==> src/rtl/spi_mem_pkg.sv <==
// Shared types and constants for the SPI flash arbiter and its power timer.
package spi_mem_pkg;

  localparam int unsigned CMD_W  = 8;
  localparam int unsigned ADDR_W = 24;
  localparam int unsigned LEN_W  = 16;
  localparam int unsigned ST_W   = 3;

  typedef logic [ST_W-1:0] state_t;

  localparam state_t ST_OFF   = 3'd0;
  localparam state_t ST_PWRUP = 3'd1;
  localparam state_t ST_IDLE  = 3'd2;
  localparam state_t ST_ISSUE = 3'd3;
  localparam state_t ST_BUSY  = 3'd4;
  localparam state_t ST_ZLEN  = 3'd5;

  typedef enum logic {
    OWN_A = 1'b0,
    OWN_B = 1'b1
  } owner_e;

  localparam logic [CMD_W-1:0] OP_WREN = 8'h06;
  localparam logic [CMD_W-1:0] OP_PP   = 8'h02;
  localparam logic [CMD_W-1:0] OP_READ = 8'h03;
  localparam logic [CMD_W-1:0] OP_RDID = 8'h9F;
  localparam logic [CMD_W-1:0] OP_SE   = 8'h20;

  typedef struct packed {
    logic [CMD_W-1:0]  cmd;
    logic [ADDR_W-1:0] addr;
    logic [LEN_W-1:0]  len;
  } mem_cmd_t;

endpackage

==> src/rtl/spi_mem_pwr_timer.sv <==
// Shared cycle counter with clear, enable and terminal-count compare.
module spi_mem_pwr_timer #(
  parameter int unsigned CNT_W = 18
) (
  input  logic             clk,
  input  logic             rst_n,
  input  logic             clr,
  input  logic             en,
  input  logic [CNT_W-1:0] tc_val,
  output logic             tc_c
);

  logic [CNT_W-1:0] cnt_q, cnt_d;

  always_comb begin
    cnt_d = cnt_q;
    if (clr) begin
      cnt_d = '0;
    end else if (en) begin
      cnt_d = cnt_q + CNT_W'(1);
    end
  end

  always_ff @(posedge clk or negedge rst_n) begin
    if (!rst_n) begin
      cnt_q <= '0;
    end else begin
      cnt_q <= cnt_d;
    end
  end

  assign tc_c = (cnt_q == tc_val);

endmodule

==> src/rtl/spi_mem_arbiter.sv <==
// Two-requester arbiter in front of the SPI flash master; also sequences
// memory power (settle after power-up, power-down after a long idle).
module spi_mem_arbiter
  import spi_mem_pkg::*;
#(
  parameter int unsigned PWRUP_CYCLES = 2000,
  parameter int unsigned IDLE_TIMEOUT = 200000,
  parameter int unsigned CNT_W        = 18
) (
  input  logic              clk,
  input  logic              rst_n,
  input  logic              a_req,
  input  logic [CMD_W-1:0]  a_cmd,
  input  logic [ADDR_W-1:0] a_addr,
  input  logic [LEN_W-1:0]  a_len,
  output logic              a_gnt,
  output logic              a_done,
  input  logic              b_req,
  input  logic [CMD_W-1:0]  b_cmd,
  input  logic [ADDR_W-1:0] b_addr,
  input  logic [LEN_W-1:0]  b_len,
  output logic              b_gnt,
  output logic              b_done,
  output logic              m_valid,
  output logic [CMD_W-1:0]  m_cmd,
  output logic [ADDR_W-1:0] m_addr,
  output logic [LEN_W-1:0]  m_len,
  input  logic              m_ready,
  input  logic              m_done,
  output logic              mem_vcc,
  output logic              mem_ready,
  output logic              busy
);

  localparam logic [CNT_W-1:0] PWR_TC  = CNT_W'(PWRUP_CYCLES - 1);
  localparam logic [CNT_W-1:0] IDLE_TC = CNT_W'(IDLE_TIMEOUT - 1);
  localparam bit               IDLE_PD = (IDLE_TIMEOUT != 0);

  state_t   state_q, state_d;
  owner_e   owner_q, owner_d;
  owner_e   last_q, last_d;
  mem_cmd_t cmd_q, cmd_d;
  logic     m_valid_q, m_valid_d;
  logic     a_gnt_q, a_gnt_d, b_gnt_q, b_gnt_d;
  logic     a_done_q, a_done_d, b_done_q, b_done_d;
  logic     mem_vcc_q, mem_vcc_d, mem_ready_q, mem_ready_d, busy_q, busy_d;

  logic             win_a_c;
  logic             timer_clr_c, timer_en_c, timer_tc_c;
  logic [CNT_W-1:0] timer_tc_val_c;
  mem_cmd_t         a_pkt_c, b_pkt_c;

  assign a_pkt_c = {a_cmd, a_addr, a_len};
  assign b_pkt_c = {b_cmd, b_addr, b_len};

  // Round-robin: on a tie the requester that was not served last wins.
  assign win_a_c = a_req && (!b_req || (last_q == OWN_B));

  always_comb begin
    state_d  = state_q;
    owner_d  = owner_q;
    last_d   = last_q;
    cmd_d    = cmd_q;
    a_gnt_d  = 1'b0;
    b_gnt_d  = 1'b0;
    a_done_d = 1'b0;
    b_done_d = 1'b0;
    case (state_q)
      ST_OFF: begin
        if (a_req || b_req) state_d = ST_PWRUP;
      end
      ST_PWRUP: begin
        if (timer_tc_c) state_d = ST_IDLE;
      end
      ST_IDLE: begin
        if (a_req || b_req) begin
          owner_d = win_a_c ? OWN_A : OWN_B;
          last_d  = owner_d;
          cmd_d   = win_a_c ? a_pkt_c : b_pkt_c;
          a_gnt_d = win_a_c;
          b_gnt_d = !win_a_c;
          state_d = (cmd_d.len == '0) ? ST_ZLEN : ST_ISSUE;
        end else if (IDLE_PD && timer_tc_c) begin
          state_d = ST_OFF;
        end
      end
      ST_ISSUE: begin
        if (m_ready) state_d = ST_BUSY;
      end
      ST_BUSY: begin
        if (m_done) begin
          state_d  = ST_IDLE;
          a_done_d = (owner_q == OWN_A);
          b_done_d = (owner_q == OWN_B);
        end
      end
      ST_ZLEN: begin
        state_d  = ST_IDLE;
        a_done_d = (owner_q == OWN_A);
        b_done_d = (owner_q == OWN_B);
      end
      default: state_d = ST_OFF;
    endcase

    mem_vcc_d   = (state_d != ST_OFF);
    mem_ready_d = (state_d == ST_IDLE) || (state_d == ST_ISSUE) || (state_d == ST_BUSY);
    busy_d      = (state_d == ST_ISSUE) || (state_d == ST_BUSY);
    m_valid_d   = (state_d == ST_ISSUE);
  end

  // Timer restarts on every state change, so each PWRUP/IDLE stay counts from zero.
  assign timer_clr_c    = (state_d != state_q);
  assign timer_en_c     = (state_q == ST_PWRUP) || (state_q == ST_IDLE);
  assign timer_tc_val_c = (state_q == ST_PWRUP) ? PWR_TC : IDLE_TC;

  spi_mem_pwr_timer #(
    .CNT_W (CNT_W)
  ) u_timer (
    .clk    (clk),
    .rst_n  (rst_n),
    .clr    (timer_clr_c),
    .en     (timer_en_c),
    .tc_val (timer_tc_val_c),
    .tc_c   (timer_tc_c)
  );

  always_ff @(posedge clk or negedge rst_n) begin
    if (!rst_n) begin
      state_q     <= ST_OFF;
      owner_q     <= OWN_A;
      last_q      <= OWN_B;
      cmd_q       <= '0;
      m_valid_q   <= 1'b0;
      a_gnt_q     <= 1'b0;
      b_gnt_q     <= 1'b0;
      a_done_q    <= 1'b0;
      b_done_q    <= 1'b0;
      mem_vcc_q   <= 1'b0;
      mem_ready_q <= 1'b0;
      busy_q      <= 1'b0;
    end else begin
      state_q     <= state_d;
      owner_q     <= owner_d;
      last_q      <= last_d;
      cmd_q       <= cmd_d;
      m_valid_q   <= m_valid_d;
      a_gnt_q     <= a_gnt_d;
      b_gnt_q     <= b_gnt_d;
      a_done_q    <= a_done_d;
      b_done_q    <= b_done_d;
      mem_vcc_q   <= mem_vcc_d;
      mem_ready_q <= mem_ready_d;
      busy_q      <= busy_d;
    end
  end

  assign a_gnt     = a_gnt_q;
  assign b_gnt     = b_gnt_q;
  assign a_done    = a_done_q;
  assign b_done    = b_done_q;
  assign m_valid   = m_valid_q;
  assign m_cmd     = cmd_q.cmd;
  assign m_addr    = cmd_q.addr;
  assign m_len     = cmd_q.len;
  assign mem_vcc   = mem_vcc_q;
  assign mem_ready = mem_ready_q;
  assign busy      = busy_q;

endmodule

==> config.mk <==
export PLATFORM = sky130hd
export DESIGN_NAME = spi_mem_arbiter
export DESIGN_NICKNAME = d
export VERILOG_FILES = /design/src/rtl/spi_mem_pkg.sv /design/src/rtl/spi_mem_pwr_timer.sv /design/src/rtl/spi_mem_arbiter.sv
export SDC_FILE = /design/constraint.sdc
export NUM_CORES = 1
export LEC_CHECK = 0
export ABC_AREA = 1
export CAP_MARGIN = 10
export CORE_MARGIN = 2
export CORE_UTILIZATION = 47
export CTS_CLUSTER_DIAMETER = 50
export DETAILED_ROUTE_END_ITERATION = 10
export MAX_ROUTING_LAYER = met4
export PLACE_DENSITY = 0.9
export SYNTH_ARGS = -nofsm -noshare
export SYNTH_HDL_FRONTEND = slang
export SYNTH_SLANG_ARGS = --single-unit
==> constraint.sdc <==
create_clock -name clk -period 4.5 [get_ports clk]
set_input_delay 0.9 -clock clk [delete_from_list [all_inputs] [get_ports clk]]
set_output_delay 0.9 -clock clk [all_outputs]
set_load 0.03 [all_outputs]
Word level (Yosys, flattened, before mapping)

Cells that the tools add are included.

Flip-flop bits (word level): 79

$add $sub $neg: 1
Eq/ne operators: 10
Multiplexer cells: 21
Bitwise gates (word level): 1
Reductions and logical operators: 14

Operator list:

| cell                                          | count |
|---|---|
| 2-to-1 mux 18 bit                             | 3 |
| 2-to-1 mux 48 bit                             | 1 |
| 2-to-1 mux 3 bit                              | 7 |
| adder 18 x 1 -> 18 bit, second input constant | 1 |
| == test 18 bit                                | 1 |
| one-hot mux 3 bit (6 select lines)            | 1 |
| zero test 16 bit                              | 1 |
| == test 3 x 2 -> 1 bit, second input constant | 4 |
| == test 3 bit, second input constant          | 3 |
| 2-to-1 mux 1 bit                              | 7 |
| logical OR 1 bit                              | 6 |
| one-hot mux 1 bit (2 select lines)            | 2 |
| == test 3 x 1 -> 1 bit, second input constant | 1 |
| zero test 3 bit                               | 1 |
| inequality test 3 bit                         | 1 |
| nonzero test 3 bit                            | 1 |
| zero test 1 bit                               | 2 |
| AND reduction 2 bit                           | 1 |
| nonzero test 2 bit                            | 1 |
| logical AND 1 bit                             | 1 |
| NOT 1 bit                                     | 1 |

Longest topological paths before layout

Word-level depth: 11
Depth in mapped cells: 17
Depth with buffers taken out: 15

By module

A second synthesis with hierarchy kept.

Cell total of the unflattened synthesis: 594
Area total of the unflattened synthesis: 4255.3 um^2

By module, submodules not included:

| module            | instances | cells each | area an instance (um^2) |
|---|---|---|---|
| spi_mem_arbiter   | 1         | 367        | 2887.8 |
| spi_mem_pwr_timer | 1         | 227        | 1367.6 |

Least setup slack after synthesis

OpenSTA, ideal clock, no wires.

Path kind: in2reg
Start point: in b_req
End point: reg u_timer.cnt_q[10]
Library setup time: 0.120 ns
Arrival time: 2.102 ns
Data required time: 4.380 ns
Slack: 2.278 ns
Stages: 16
Path through: nand2_2 -> nand2_2 -> buf_4 -> nand2_1 -> nand2_1 -> nor2_1 -> nand2_1 -> nor2_1 -> nand2_1 -> nand2_1 -> nand2_1 -> nand2_1 -> nand3_2 -> nand2_4 -> buf_6 -> nor2_1

Cells in the longest elaborated chain, start to end: 10
Elaborated cells between the ends (all ways): 13

Ends and longest elaborated chain:

| what                                                    | RTL line                | RTL |
|---|---|---|
| start, declared                                         | spi_mem_arbiter.sv:18   | `input logic b_req,` |
| zero test 1 bit                                         | spi_mem_arbiter.sv:57   | `assign win_a_c = a_req && (!b_req \|\| (last_q == OWN_B));` |
| logical OR 1 bit                                        | spi_mem_arbiter.sv:57   |  |
| logical AND 1 bit                                       | spi_mem_arbiter.sv:57   |  |
| 2-to-1 mux 48 bit                                       | spi_mem_arbiter.sv:79   | `cmd_d = win_a_c ? a_pkt_c : b_pkt_c;` |
| zero test 16 bit                                        | spi_mem_arbiter.sv:82   | `state_d = (cmd_d.len == '0) ? ST_ZLEN : ST_ISSUE;` |
| 2-to-1 mux 3 bit                                        | spi_mem_arbiter.sv:82   |  |
| 2-to-1 mux 3 bit                                        | spi_mem_arbiter.sv:76   | `if (a_req \|\| b_req) begin` |
| one-hot mux 3 bit (6 select lines) (*)                  | spi_mem_arbiter.sv:68   | `case (state_q)` |
| inequality test 3 bit (*)                               | spi_mem_arbiter.sv:112  | `assign timer_clr_c = (state_d != state_q);` |
| 2-to-1 mux 18 bit or nonzero test 2 bit (tied branches) | --                      |  |
| end signal, assigned                                    | spi_mem_pwr_timer.sv:28 | `cnt_q <= cnt_d;` |
| end, declared                                           | spi_mem_pwr_timer.sv:13 | `logic [CNT_W-1:0] cnt_q, cnt_d;` |

Mark *: on every way between the ends. The rest lies on a longest branch, timed or not.
A chain may end at the register's enable or synchronous reset.

Final worst setup path

Start point: in a_req
End point: reg u_timer.cnt_q[10]

Cells in the longest elaborated chain, start to end: 8
Elaborated cells between the ends (all ways): 11

Ends and longest elaborated chain:

| what                                                    | RTL line               | RTL |
|---|---|---|
| start, declared                                         | spi_mem_arbiter.sv:12  | `input logic a_req,` |
| logical AND 1 bit                                       | spi_mem_arbiter.sv:57  |  |
| 2-to-1 mux 48 bit                                       | spi_mem_arbiter.sv:79  |  |
| zero test 16 bit                                        | spi_mem_arbiter.sv:82  |  |
| 2-to-1 mux 3 bit                                        | spi_mem_arbiter.sv:82  |  |
| 2-to-1 mux 3 bit                                        | spi_mem_arbiter.sv:76  |  |
| one-hot mux 3 bit (6 select lines) (*)                  | spi_mem_arbiter.sv:68  |  |
| inequality test 3 bit (*)                               | spi_mem_arbiter.sv:112 |  |
| 2-to-1 mux 18 bit or nonzero test 2 bit (tied branches) | --                     |  |

Marks and branches as above.

==> summary by stage <==
Run status
The flow ran to the end, and the final reports show no timing, DRC or antenna violations.

Finish
The finished cells cover 0.005668 mm2. From synthesis to final layout, the design area changed by 47.03%. The utilization of the core after routing is 70.04%. The diode insertion count for antenna repair is 0. The proportion of layout cells with a drive suffix above 1 is 5.132%. Counting the fill cells in the layout gives 643. The number of nets in the layout is 741. The finished layout holds 748 standard cells, fillers aside.

Place
Timing analysis after detailed placement gives a worst setup slack of 863.3 ps. The number of buffer cells added on primary ports is 157. The number of placed instances, taps included, is 732. The final weighted congestion in routability-driven placement is 0.9044. The post-DP HPWL is 7799 um. Summing all placed instances gives a cell area of 0.005487 mm2.

Synth
After synthesis the netlist holds a flip-flop and latch count of 79. Counting flops with a built-in enable in the synthesized netlist gives 0. The mean area per synthesized cell is 7.883 um2. The share of synthesized area occupied by flip-flops and latches is 51.31%.

The synthesized cell area is 0.003855 mm2. When the netlist entered floorplanning its net count stood at 592. The cell count after synthesis is 489. In the synthesized netlist the dominant register cell turns out to be sky130_fd_sc_hd__dfrtp_1. The Yosys step of the flow raised 0 warnings. The number of distinct library cell variants in the gate-level netlist after synthesis is 29.

In the synthesized netlist the async set-or-reset flop fraction comes to 100.0%.

Timing
Setup violations remaining at the end of the flow were counted as 0. The setup total negative slack is 0 ps. The final worst clock skew is 10.39 ps. In the post-route analysis, the smallest setup slack over all paths is 1142 ps. For the finished layout, the period the worst path requires is 3358 ps. For the pin with the worst max-slew slack, the measured transition is 961.5 ps. The normalized max-slew margin is 35.90%.

Setup repair after global routing left no endpoint under its margin. The number of hold violations in the final report is 0. The highest attainable clock frequency is 297.8 MHz.

The max-slew violation count is 0. Dividing the final minimum period by the clock period gives 74.63%.

Clocking
The clock transition at the register clock pins on the worst setup and hold paths after CTS is 80 ps. The worst-case clock buffer depth is 2. The root buffer cell chosen for the clock tree is sky130_fd_sc_hd__clkbuf_8. For this design, the CTS-stage hold fixing added 0 buffers. The worst-skew pair later-pin latency is 350 ps. Buffers inserted during clock tree synthesis total 9. The H-tree was split into 3 levels. The clock sink total is 79. The number of resized instances in the post-cts repair step is 0. The TritonCTS clock tree is built. In this run the post-CTS setup repair buffer count came out at 0.

Worst setup path
Counting both buffers and inverters, the worst setup path holds a total of 1. In this run the worst path has a maximum fanout of 49. The data arrival at the endpoint of the critical path is 3580 ps. Among cell families on the critical path, the largest total delay comes from simple AND/OR/NAND/NOR gates.

The signal on the critical path passes through clkdlybuf4s50_1, nand2_2, nand2_1, nand2_1, nor2_1, nand2_1, nor2_1, nand2_1, nand2_1, nand2_1, nand2_1, nand3_2, nand2_4, nor2_1. The stage delay of the slowest cell on the critical path is 790 ps. STA classifies the critical path startpoint as an input port.

The most numerous cell type found on the critical path is sky130_fd_sc_hd__nand2_1. The category of the worst setup path capture point is a register. The largest individual stage delay along the critical path comes from the cell sky130_fd_sc_hd__clkdlybuf4s50_1.

The setup path with the least slack is of type in -> reg. Data on the critical path is required at its endpoint by 4730 ps.

Routing
The remaining antenna violation count is 0. After detailed routing, the number of remaining DRC violations is 0. The detail-routed via count per cell is 5.195.

Before antenna repair, the detailed router went through 5 iterations. The via count is 3886. The detailed router finished its first iteration with 220 violations. The final routed wire length divided by cell count is 14.02 um. The total wire length after detailed routing is 10490 um.

Flow run
The number of max-cap violations is 0.

GRT
The largest net degree at the start of global routing is 80. The via count of the first global-routing pass is 3871. For this run the aggregate overflow at the end of global routing stands at 0. The wire length of the first global-routing pass is 17350 um. In the global route stage, overall resource usage came out at 25.58%. The initial antenna violation count was 0.

Die
158 I/O pins were placed. For this configuration, the core starts out at a cell density of 47.63%. The chip height is 94.57 um.

The number of standard-cell rows in the floorplan is 33. The width of the chip is 94.57 um. The standard cell core area is 0.008093 mm2. The area of the die is 0.008943 mm2.

Power
The areal power density over the cells is 580.5 mW/mm2. The worst supply voltage drop on vdd is 0.3598 mV. Summed over all cells, the static leakage comes to 2.514 nW.

Worst hold path
The min-delay analysis places its worst path in the category reg -> reg.
[power breakdown]
part | switching, mW | internal [mW] | total [mW]
Combinational | 1.02 | 0.663 | 1.68
Sequential | 0.160 | 0.970 | 1.13
Clock | 0.265 | 0.217 | 0.482
Total | 1.44 | 1.85 | 3.29
[final cells by class]
cell class / count / area [um2] / share of cell area, %
clock buffers: 10 / 137.6 / 2.428
inverters: 34 / 127.6 / 2.252
clock inverters: 6 / 43.79 / 0.7726
multi-input cells: 354 / 1658 / 29.25
flip-flops and latches: 79 / 1978 / 34.90
repair buffers: 160 / 1592 / 28.08
well taps: 105 / 131.4 / 2.318
[cells by family (layout without fill, tap and decap cells)]
kind of cell | Yosys count | count (layout) | share of synthesized area, %
compound gates | 91 | 91 | 12.82
xor+xnor | 10 | 10 | 2.272
fa+ha+maj | 1 | 1 | 0.3245
buf+inv | 56 | 210 | 6.069
flops | 79 | 79 | 51.31
simple gates | 252 | 252 | 27.20
[final timing paths]
path                                      from  slack (ps)                       endpoint  cells past startpoint
max                                      a_req        1140  u_timer.cnt_q[10]$_DFFE_PN0P_                     14
min                        owner_q$_DFFE_PN0P_         460               a_done$_DFF_PN0_                      1
max reg2reg                 last_q$_DFFE_PN1P_        1770  u_timer.cnt_q[10]$_DFFE_PN0P_                     15
min reg2reg                owner_q$_DFFE_PN0P_         460               a_done$_DFF_PN0_                      1
max in group asynchronous                rst_n        3180  u_timer.cnt_q[10]$_DFFE_PN0P_                      1
min in group asynchronous                rst_n         700         m_addr[17]$_DFFE_PN0P_                      1
[through the flow]
step / hold WS (ps) / power, mW
2_1_floorplan: 403.2 / 2.112
3_3_place_gp: 436.0 / 2.774
3_5_place_dp: 449.5 / 2.826
4_1_cts: 463.5 / 3.315
5_1_grt: 486.8 / 3.499
6_report: 464.6 / 3.290
[Yosys cell counts (6+ instances only)]
cell,number,area [um2]
sky130_fd_sc_hd__clkbuf_1,12,45.04
sky130_fd_sc_hd__buf_2,7,35.03
sky130_fd_sc_hd__inv_1,34,127.6
sky130_fd_sc_hd__nor3_1,6,30.03
sky130_fd_sc_hd__dfrtp_1,78,1952
sky130_fd_sc_hd__a31oi_1,16,100.1
sky130_fd_sc_hd__o21ai_0,69,345.3
sky130_fd_sc_hd__nand4_1,9,56.30
sky130_fd_sc_hd__xor2_1,7,61.31
sky130_fd_sc_hd__nand2_1,108,405.4
sky130_fd_sc_hd__nor2_1,94,352.8
sky130_fd_sc_hd__nand3_1,25,125.1
[worst reg2reg max path, cell delays in order (launching register included)]
cell                      delay (ps)
sky130_fd_sc_hd__dfstp_2         520
sky130_fd_sc_hd__inv_1            80
sky130_fd_sc_hd__nand2_2         210
sky130_fd_sc_hd__nand2_2         490
sky130_fd_sc_hd__nand2_1         270
sky130_fd_sc_hd__nand2_1          70
sky130_fd_sc_hd__nor2_1          120
sky130_fd_sc_hd__nand2_1          60
sky130_fd_sc_hd__nor2_1          140
sky130_fd_sc_hd__nand2_1          70
sky130_fd_sc_hd__nand2_1          80
sky130_fd_sc_hd__nand2_1          50
sky130_fd_sc_hd__nand2_1          80
sky130_fd_sc_hd__nand3_2          90
sky130_fd_sc_hd__nand2_4         200
sky130_fd_sc_hd__nor2_1           70
[registers in the layout, summed over array words and instances (netlist names)]
register       cells
a_done             1
a_gnt              1
b_done             1
b_gnt              1
busy               1
last_q             1
m_addr            24
m_cmd              8
m_len             16
m_valid            1
mem_ready          1
mem_vcc            1
owner_q            1
state_q            3
u_timer.cnt_q     18
[layer usage]
| layer | vias up | share of wire, % | global-route usage [%] |
|---|---|---|---|
| met2 | 153 | 51 | 43.39 |
| met3 | 21 | 6.4 | 4.629 |
| met4 | 0 | 2.2 | 10.75 |
| li1 | 1892 | - | - |
| met5 | - | 0 | - |
| met1 | 1820 | 41 | 30.04 |
[cell usage in the layout (no fill, tap or decap), types with 2 or more instances in the layout]
master	count
sky130_fd_sc_hd__clkdlybuf4s50_1	156
sky130_fd_sc_hd__nand2_1	108
sky130_fd_sc_hd__nor2_1	93
sky130_fd_sc_hd__dfrtp_1	78
sky130_fd_sc_hd__o21ai_0	69
sky130_fd_sc_hd__inv_1	34
sky130_fd_sc_hd__nand3_1	25
sky130_fd_sc_hd__a31oi_1	16
sky130_fd_sc_hd__clkbuf_8	10
sky130_fd_sc_hd__nand4_1	9
sky130_fd_sc_hd__xor2_1	7
sky130_fd_sc_hd__nor3_1	6
sky130_fd_sc_hd__buf_4	4
sky130_fd_sc_hd__nand2_2	3
sky130_fd_sc_hd__nor2_2	3
sky130_fd_sc_hd__xnor2_1	3
sky130_fd_sc_hd__clkinv_2	2
sky130_fd_sc_hd__clkinv_4	2
No activity file was read; power rests on OpenSTA's default activity.
